### src/rtl/csr_pkg.sv
// Shared definitions for the CSR read-modify-write unit: op encodings, counter
// addresses, decode constants and FSM states.
package csr_pkg;

    typedef enum logic [1:0] {
        CSR_OP_RD = 2'b00,
        CSR_OP_RW = 2'b01,
        CSR_OP_RS = 2'b10,
        CSR_OP_RC = 2'b11
    } csrOp_e;

    typedef enum logic [1:0] {
        StIdle,
        StRead,
        StResp
    } csrState_e;

    localparam logic [11:0] CSR_MCYCLE    = 12'hB00;
    localparam logic [11:0] CSR_MCYCLEH   = 12'hB80;
    localparam logic [11:0] CSR_MINSTRET  = 12'hB02;
    localparam logic [11:0] CSR_MINSTRETH = 12'hB82;
    localparam logic [11:0] CSR_CYCLE     = 12'hC00;
    localparam logic [11:0] CSR_CYCLEH    = 12'hC80;
    localparam logic [11:0] CSR_INSTRET   = 12'hC02;
    localparam logic [11:0] CSR_INSTRETH  = 12'hC82;

    localparam logic [3:0] CSR_WINDOW_PAGE = 4'h3;
    localparam logic [1:0] CSR_RO_PREFIX   = 2'b11;

    // RS/RC with an x0 / zero-immediate source are pure reads.
    function automatic logic opWrites(csrOp_e op, logic srcZero);
        unique case (op)
            CSR_OP_RD: return 1'b0;
            CSR_OP_RW: return 1'b1;
            default:   return !srcZero;
        endcase
    endfunction

endpackage

### src/rtl/csr_rmw_unit_if.sv
// Request/response port between the execute stage (master) and the CSR unit (slave).
interface csr_rmw_unit_if #(
    parameter int unsigned XLEN   = 32,
    parameter int unsigned ADDR_W = 12
) ();

    logic              req_valid;
    logic              req_ready;
    logic [1:0]        req_op;
    logic [ADDR_W-1:0] req_addr;
    logic [XLEN-1:0]   req_wdata;
    logic              req_src_zero;
    logic              rsp_valid;
    logic [XLEN-1:0]   rsp_rdata;
    logic              rsp_illegal;

    modport master (
        output req_valid, req_op, req_addr, req_wdata, req_src_zero,
        input  req_ready, rsp_valid, rsp_rdata, rsp_illegal
    );

    modport slave (
        input  req_valid, req_op, req_addr, req_wdata, req_src_zero,
        output req_ready, rsp_valid, rsp_rdata, rsp_illegal
    );

endinterface

### src/rtl/csr_counter64.sv
// 64-bit free-running counter with per-half write; a write replaces that cycle's increment.
module csr_counter64 (
    input  logic        clk,
    input  logic        reset,
    input  logic        inc,
    input  logic        wr_lo,
    input  logic        wr_hi,
    input  logic [31:0] wdata,
    output logic [63:0] count
);

    always_ff @(posedge clk) begin
        if (reset) begin
            count <= '0;
        end else if (wr_lo) begin
            count[31:0] <= wdata;
        end else if (wr_hi) begin
            count[63:32] <= wdata;
        end else if (inc) begin
            count <= count + 64'd1;
        end
    end

endmodule

### src/rtl/csr_rmw_unit.sv
// Atomic CSRRW/CSRRS/CSRRC unit with a block-RAM CSR window and optional
// mcycle/minstret counters (enabled by defining CSR_COUNTERS_EN).
module csr_rmw_unit
    import csr_pkg::*;
#(
    parameter int unsigned XLEN       = 32,
    parameter int unsigned DEPTH_LOG2 = 6,
    parameter int unsigned ADDR_W     = 12
) (
    input  logic           clk,
    input  logic           reset,
    input  logic           instret_inc,
    csr_rmw_unit_if.slave  bus
);

    localparam int unsigned DEPTH = 2 ** DEPTH_LOG2;

    csrState_e         state;
    logic              readyQ;
    logic              rspValidQ;
    logic              rspIllegalQ;
    logic [XLEN-1:0]   rspRdataQ;

    csrOp_e            opQ;
    logic [ADDR_W-1:0] addrQ;
    logic [XLEN-1:0]   wdataQ;
    logic              srcZeroQ;

    logic [XLEN-1:0]   mem [DEPTH];
    logic [XLEN-1:0]   memRdata;

    logic              storageHit;
    logic              counterHit;
    logic              readOnly;
    logic              writes;
    logic              legal;
    logic              doWrite;
    logic [31:0]       cntHalf;
    logic [XLEN-1:0]   oldVal;
    logic [XLEN-1:0]   newVal;

    // Write and accept are in different states, so the read port never sees a collision.
    always_ff @(posedge clk) begin
        if (doWrite && storageHit) begin
            mem[addrQ[DEPTH_LOG2-1:0]] <= newVal;
        end
        if (state == StIdle && bus.req_valid) begin
            memRdata <= mem[bus.req_addr[DEPTH_LOG2-1:0]];
        end
    end

    assign storageHit = (addrQ[11:8] == CSR_WINDOW_PAGE) && (32'(addrQ[7:0]) < DEPTH);
    assign readOnly   = (addrQ[11:10] == CSR_RO_PREFIX);
    assign writes     = opWrites(opQ, srcZeroQ);
    assign legal      = (storageHit || counterHit) && !(readOnly && writes);
    assign doWrite    = (state == StRead) && legal && writes && !reset;

`ifdef CSR_COUNTERS_EN
    logic [63:0] mcycle;
    logic [63:0] minstret;
    logic [63:0] cntSel;
    logic        selHi;
    logic        selInstret;

    assign counterHit = addrQ inside {CSR_MCYCLE, CSR_MCYCLEH, CSR_MINSTRET, CSR_MINSTRETH,
                                      CSR_CYCLE, CSR_CYCLEH, CSR_INSTRET, CSR_INSTRETH};
    assign selHi      = addrQ[7];
    assign selInstret = addrQ[1];
    assign cntSel     = selInstret ? minstret : mcycle;
    assign cntHalf    = selHi ? cntSel[63:32] : cntSel[31:0];

    // Only the B-page can reach doWrite; C-page writes decode illegal.
    csr_counter64 u_mcycle (
        .clk   (clk),
        .reset (reset),
        .inc   (1'b1),
        .wr_lo (doWrite && counterHit && !selInstret && !selHi),
        .wr_hi (doWrite && counterHit && !selInstret && selHi),
        .wdata (newVal[31:0]),
        .count (mcycle)
    );

    csr_counter64 u_minstret (
        .clk   (clk),
        .reset (reset),
        .inc   (instret_inc),
        .wr_lo (doWrite && counterHit && selInstret && !selHi),
        .wr_hi (doWrite && counterHit && selInstret && selHi),
        .wdata (newVal[31:0]),
        .count (minstret)
    );
`else
    logic unusedInstret;
    assign unusedInstret = instret_inc;
    assign counterHit    = 1'b0;
    assign cntHalf       = '0;
`endif

    always_comb begin
        oldVal = '0;
        if (storageHit) begin
            oldVal = memRdata;
        end else if (counterHit) begin
            oldVal = XLEN'(cntHalf);
        end
    end

    always_comb begin
        newVal = oldVal;
        unique case (opQ)
            CSR_OP_RD: newVal = oldVal;
            CSR_OP_RW: newVal = wdataQ;
            CSR_OP_RS: newVal = oldVal | wdataQ;
            CSR_OP_RC: newVal = oldVal & ~wdataQ;
        endcase
    end

    always_ff @(posedge clk) begin
        if (reset) begin
            state       <= StIdle;
            readyQ      <= 1'b1;
            rspValidQ   <= 1'b0;
            rspRdataQ   <= '0;
            rspIllegalQ <= 1'b0;
        end else begin
            unique case (state)
                StIdle: begin
                    if (bus.req_valid) begin
                        state    <= StRead;
                        readyQ   <= 1'b0;
                        opQ      <= csrOp_e'(bus.req_op);
                        addrQ    <= bus.req_addr;
                        wdataQ   <= bus.req_wdata;
                        srcZeroQ <= bus.req_src_zero;
                    end
                end
                StRead: begin
                    state       <= StResp;
                    rspValidQ   <= 1'b1;
                    rspRdataQ   <= legal ? oldVal : '0;
                    rspIllegalQ <= !legal;
                end
                StResp: begin
                    state     <= StIdle;
                    rspValidQ <= 1'b0;
                    readyQ    <= 1'b1;
                end
                default: begin
                    state  <= StIdle;
                    readyQ <= 1'b1;
                end
            endcase
        end
    end

    assign bus.req_ready   = readyQ;
    assign bus.rsp_valid   = rspValidQ;
    assign bus.rsp_rdata   = rspRdataQ;
    assign bus.rsp_illegal = rspIllegalQ;

endmodule
### src/flat_wrapper.sv
// flat-port wrapper written by rule: the top's interface ports become plain ports
module csr_rmw_unit_flat import csr_pkg::*;
#(
    parameter int unsigned XLEN       = 32,
    parameter int unsigned DEPTH_LOG2 = 6,
    parameter int unsigned ADDR_W     = 12
)
  (clk, reset, instret_inc, bus_req_valid, bus_req_op, bus_req_addr, bus_req_wdata, bus_req_src_zero, bus_req_ready, bus_rsp_valid, bus_rsp_rdata, bus_rsp_illegal);
  csr_rmw_unit_if #(.XLEN(XLEN), .ADDR_W(ADDR_W)) bus_i ();
  input  logic clk;
  input  logic reset;
  input  logic instret_inc;
  input wire logic [$bits(bus_i.req_valid)-1:0] bus_req_valid;
  input wire logic [$bits(bus_i.req_op)-1:0] bus_req_op;
  input wire logic [$bits(bus_i.req_addr)-1:0] bus_req_addr;
  input wire logic [$bits(bus_i.req_wdata)-1:0] bus_req_wdata;
  input wire logic [$bits(bus_i.req_src_zero)-1:0] bus_req_src_zero;
  output wire logic [$bits(bus_i.req_ready)-1:0] bus_req_ready;
  output wire logic [$bits(bus_i.rsp_valid)-1:0] bus_rsp_valid;
  output wire logic [$bits(bus_i.rsp_rdata)-1:0] bus_rsp_rdata;
  output wire logic [$bits(bus_i.rsp_illegal)-1:0] bus_rsp_illegal;
  assign bus_i.req_valid = bus_req_valid;
  assign bus_i.req_op = bus_req_op;
  assign bus_i.req_addr = bus_req_addr;
  assign bus_i.req_wdata = bus_req_wdata;
  assign bus_i.req_src_zero = bus_req_src_zero;
  assign bus_req_ready = bus_i.req_ready;
  assign bus_rsp_valid = bus_i.rsp_valid;
  assign bus_rsp_rdata = bus_i.rsp_rdata;
  assign bus_rsp_illegal = bus_i.rsp_illegal;
  csr_rmw_unit #(.XLEN(XLEN), .DEPTH_LOG2(DEPTH_LOG2), .ADDR_W(ADDR_W)) u_core (.clk(clk), .reset(reset), .instret_inc(instret_inc), .bus(bus_i));
endmodule
### config.mk
export PLATFORM = sky130hd
export DESIGN_NAME = csr_rmw_unit_flat
export DESIGN_NICKNAME = d
export VERILOG_FILES = /design/src/rtl/csr_pkg.sv /design/src/rtl/csr_rmw_unit_if.sv /design/src/rtl/csr_counter64.sv /design/src/rtl/csr_rmw_unit.sv /design/src/flat_wrapper.sv
export SDC_FILE = /design/constraint.sdc
export NUM_CORES = 2
export LEC_CHECK = 0
export ABC_AREA = 1
export CORE_MARGIN = 1
export CORE_UTILIZATION = 50
export DETAILED_ROUTE_END_ITERATION = 10
export MAX_ROUTING_LAYER = met4
export PLACE_DENSITY = 0.78
export REMOVE_ABC_BUFFERS = 1
export SLEW_MARGIN = 0
export SYNTH_ARGS = -nofsm -noshare
export SYNTH_HDL_FRONTEND = slang
export SYNTH_SLANG_ARGS = --single-unit
export TNS_END_PERCENT = 30
### constraint.sdc
create_clock -name clk -period 7 [get_ports clk]
set_input_delay 1.75 -clock clk [delete_from_list [all_inputs] [get_ports clk]]
set_output_delay 1.75 -clock clk [all_outputs]
set_load 0.01 [all_outputs]
==> flow_results.xml <==
<?xml version="1.0" encoding="UTF-8"?>
<metrics>
  <group name="grt">
    <metric name="antenna_violations_before_repair" unit="">7</metric>
    <metric name="remaining_global_route_overflow" unit="">0</metric>
    <metric name="grt_pass1_vias" unit="">57150</metric>
    <metric name="groute.usage.overall" unit="%">28.00</metric>
    <metric name="first_pass_grt_wire_length" unit="microns">352300</metric>
    <metric name="pin_count_of_the_biggest_net_entering_global_routing" unit="">193</metric>
  </group>
  <group name="yosys">
    <metric name="synth_area_leaders" unit="">edfxtp_1, nand3_1, nand2_1</metric>
    <metric name="synth.yosys.warnings" unit="">0</metric>
    <metric name="synthesis.area" unit="sq um">86270</metric>
    <metric name="syn_inst" unit="">7071</metric>
    <metric name="synth_async_sr_flop_share" unit="%">0</metric>
    <metric name="synth.lib_cells_used.distinct" unit="">24</metric>
    <metric name="post-synth-top-count-cell" unit="">nand2_1</metric>
    <metric name="synth_largest_type_area_fraction" unit="%">74.04</metric>
    <metric name="syn-mean-instance-area" unit="sq um">12.20</metric>
    <metric name="synth_seq_area_share" unit="%">74.90</metric>
    <metric name="postSynthRegisterBits" unit="">2164</metric>
    <metric name="yosysTopAreaCell" unit="">edfxtp_1</metric>
    <metric name="synth-edff-count" unit="">2127</metric>
    <metric name="synthFlopType" unit="">edfxtp_1</metric>
    <metric name="netlist_top_cells_count" unit="">nand2_1, edfxtp_1, nand3_1</metric>
  </group>
  <group name="routing">
    <metric name="drt_pass1_iterations" unit="">10</metric>
    <metric name="routed_wl" unit="microns">240500</metric>
    <metric name="drc" unit="">3</metric>
    <metric name="routed_wire_length_per_instance" unit="microns">25.22</metric>
    <metric name="initialDrtViolationCount" unit="">9390</metric>
    <metric name="via_per_inst" unit="">6.178</metric>
    <metric name="num_vias" unit="">58930</metric>
    <metric name="ant_nets" unit="">0</metric>
  </group>
  <group name="timing">
    <metric name="grt_setup_unrepaired" unit="">no</metric>
    <metric name="tightestPinTransition" unit="ns">1.241</metric>
    <metric name="final.hold.worst_slack" unit="ns">0.4678</metric>
    <metric name="number_of_setup_violations_in_the_final_report" unit="">0</metric>
    <metric name="timing.final.crit_share" unit="%">62.46</metric>
    <metric name="finalWorstPathRequiredPeriod" unit="ns">4.372</metric>
    <metric name="max_freq" unit="MHz">228.7</metric>
    <metric name="slew_violations" unit="">0</metric>
    <metric name="number_of_hold_violations_in_the_final_report" unit="">0</metric>
    <metric name="timing.max_slew.rel_slack" unit="%">17.05</metric>
    <metric name="finalClockSkew" unit="ns">0.1075</metric>
  </group>
  <group name="worst_setup_path">
    <metric name="worstPathCellList" unit="">inv_1, ha_1, inv_1, nor2_4, buf_4, nand4_4, nor2_4, buf_4</metric>
    <metric name="worstRegToRegCells" unit="">8</metric>
    <metric name="startpoint_type" unit="">flop</metric>
    <metric name="path_class" unit="">flop to flop</metric>
    <metric name="worst_ep_required_time" unit="ns">7.48</metric>
    <metric name="cp_num_buf_inv" unit="">4</metric>
    <metric name="cp-startpoint" unit="">u_core.state[1]</metric>
    <metric name="r2r_endpoint" unit="">u_core.mem[50][8]</metric>
    <metric name="crit_family" unit="">simple AND/OR/NAND/NOR gates</metric>
    <metric name="crit-reg2reg-launch" unit="">u_core.state[1]</metric>
    <metric name="critical_path_depth" unit="">8</metric>
    <metric name="cpPeakStageDelay" unit="ns">0.89</metric>
    <metric name="worstSetupEndpointType" unit="">flop</metric>
    <metric name="cell_with_the_largest_stage_delay_on_the_worst_path" unit="">nor2_4</metric>
    <metric name="crit_arrival" unit="ns">4.85</metric>
    <metric name="critical_path_peak_fanout" unit="">33</metric>
    <metric name="setup.worst_path.end" unit="">u_core.mem[50][8]</metric>
    <metric name="ff2ff_setup_slack" unit="ns">2.63</metric>
  </group>
  <group name="clock_tree">
    <metric name="bufs_on_longest_clock_path" unit="">3</metric>
    <metric name="clock-sinks" unit="">2164</metric>
    <metric name="cts_setup_buffers" unit="">0</metric>
    <metric name="postCtsHoldBufs" unit="">0</metric>
    <metric name="clock_latency" unit="ns">0.89</metric>
    <metric name="path_clk_slew" unit="ns">0.06</metric>
    <metric name="clock_tree.htree_level_count" unit="">4</metric>
    <metric name="cts_tree" unit="">built</metric>
    <metric name="clockRootBuffer" unit="">clkbuf_16</metric>
    <metric name="numCtsBuffers" unit="">201</metric>
    <metric name="post_cts_resized" unit="">0</metric>
  </group>
  <group name="worst_hold_path">
    <metric name="worstHoldPathType" unit="">flop to flop</metric>
  </group>
  <group name="power_and_ir_drop">
    <metric name="power_frac_comb" unit="%">6.4</metric>
    <metric name="p_int" unit="mW">20.84</metric>
    <metric name="peakVddDrop" unit="V">0.0002417</metric>
    <metric name="leakage" unit="nW">33.76</metric>
    <metric name="report.power.total" unit="mW">27.09</metric>
    <metric name="switching_part_of_the_total" unit="%">23.07</metric>
    <metric name="power.switching" unit="mW">6.248</metric>
    <metric name="power.density_cell_area" unit="nW/um^2">280.6</metric>
    <metric name="power.share.sequential" unit="%">53.3</metric>
    <metric name="pwr-share-clk" unit="%">40.3</metric>
  </group>
  <group name="finish">
    <metric name="final_cells" unit="">9538</metric>
    <metric name="area_delta_synth_final" unit="%">11.90</metric>
    <metric name="share_of_layout_cells_above_drive_strength_1" unit="%">7.893</metric>
    <metric name="layout.nets" unit="">7113</metric>
  </group>
  <group name="floorplanning">
    <metric name="die_w" unit="microns">417.4</metric>
    <metric name="die_h" unit="microns">417.4</metric>
    <metric name="floorplan.io_pins" unit="">86</metric>
    <metric name="core_area" unit="sq um">171500</metric>
    <metric name="die-area" unit="sq um">174200</metric>
    <metric name="rows" unit="">152</metric>
    <metric name="floorplan.initialDensity" unit="%">50.29</metric>
  </group>
  <group name="job">
    <metric name="maxCapViolations" unit="">0</metric>
  </group>
  <group name="run_status">
    <metric name="run_status" unit="">finished, violations left</metric>
    <metric name="failed_checks" unit="">design-rule violations</metric>
  </group>
  <group name="placement">
    <metric name="gp_congestion" unit="">0.8695</metric>
    <metric name="portBuffers" unit="">84</metric>
    <metric name="numPlacedInstances" unit="">9165</metric>
    <metric name="dp.final_hpwl" unit="microns">127100</metric>
  </group>
</metrics>
-- power groups by stage --
stage                     Sequential (mW)  Clock [mW]  Combinational, mW
final                                14.4        10.9               1.74
after global routing                 14.4        11.4               1.83
after CTS                            14.4        10.9               1.69
after detailed placement             14.7           0               1.67
after global placement               14.7           0               1.62
after floorplan                      14.7           0              0.958
-- logic make-up after synthesis --
kind of cell               after synthesis  synth area share, %
and+or+nand+nor                       4298                21.68
AOI/OAI and AO/OA                      105               0.8064
buffers and inverters                  500                2.561
DFF                                   2164                74.90
adders and majority gates                4              0.05802
-- stage by stage --
stage | utilization [%] | TNS [ns] | area [sq um] | setup WS (ns)
floorplan | - | -105.17 | 84180 | -3.305
global placement | 52.43 | 0 | 89930 | 2.122
detailed placement | 52.43 | 0 | 89930 | 2.069
CTS | 56.26 | 0 | 96520 | 2.697
global route | 56.27 | 0 | 96520 | 2.525
finish | 56.27 | 0 | 96530 | 2.628
-- how the worst min path moves through the flow --
stage	to	cells after the start	slack, ns	from
after global routing	u_core.bus.rsp_rdata[20]	2	0.49	u_core.bus.rsp_rdata[20]
after global placement	u_core.bus.rsp_rdata[20]	2	0.45	u_core.bus.rsp_rdata[20]
final	u_core.bus.rsp_rdata[20]	2	0.47	u_core.bus.rsp_rdata[20]
after detailed placement	u_core.bus.rsp_rdata[1]	2	0.46	u_core.bus.rsp_rdata[1]
after CTS	u_core.bus.rsp_rdata[20]	2	0.47	u_core.bus.rsp_rdata[20]
after floorplan	u_core.bus.rsp_rdata[0]	2	0.48	u_core.bus.rsp_rdata[0]
-- metal layers --
layer,global-route usage (%),part of all wire (%),wire (microns),up-vias
met4,18.12,7.1,17120,0
li1,-,-,-,25220
met3,5.122,12,28930,904
met5,-,0,0,-
met2,43.36,47,113300,4504
met1,33.97,34,81150,28300
-- flip-flops by register name (all words and copies together) (netlist names) --
signal,flops
u_core.mem,2048
u_core.bus.rsp_rdata,32
u_core.memRdata,32
u_core.wdataQ,32
u_core.addrQ,12
u_core.opQ,2
u_core.state,2
u_core.bus.req_ready,1
u_core.bus.rsp_illegal,1
u_core.bus.rsp_valid,1
u_core.srcZeroQ,1
-- cell usage in the layout (no fill, tap or decap), types with 2 or more instances in the layout --
| cell type | instances |
|---|---|
| nand4_4 | 8 |
| clkinvlp_4 | 7 |
| diode_2 | 6 |
| nor2_1 | 13 |
| inv_16 | 3 |
| clkinv_2 | 33 |
| ha_1 | 4 |
| clkinv_4 | 2 |
| dfxtp_1 | 37 |
| nand2_1 | 2283 |
| o21ai_0 | 36 |
| clkdlybuf4s50_1 | 78 |
| edfxtp_1 | 2127 |
| bufinv_16 | 17 |
| clkbuf_16 | 202 |
| a32o_2 | 24 |
| a22o_2 | 8 |
| buf_4 | 152 |
| inv_8 | 6 |
| nand3_1 | 1925 |
| inv_1 | 28 |
| clkinv_16 | 9 |
| clkinv_8 | 2 |
| clkbuf_8 | 6 |
| clkinv_1 | 32 |
| buf_12 | 16 |
| nor2_4 | 66 |
| buf_8 | 3 |
| a21oi_1 | 34 |
| clkbuf_1 | 52 |
-- cell type report --
class,count,area (sq um)
repair buffers,251,2303
well taps,2310,2890
inverters,33,153.9
fillers,13030,75010
clock inverters,107,1251
diodes,6,15.01
clock buffers,260,5333
multi-input cells,4407,19970
flip-flops and latches,2164,64610
-- tightest hold or removal path, cell delays in order, from the launching register on --
cell     delay, ns
dfxtp_1       0.31
nand2_1       0.06
a21oi_1       0.05
Note: power is estimated with default switching activity, not from simulation.
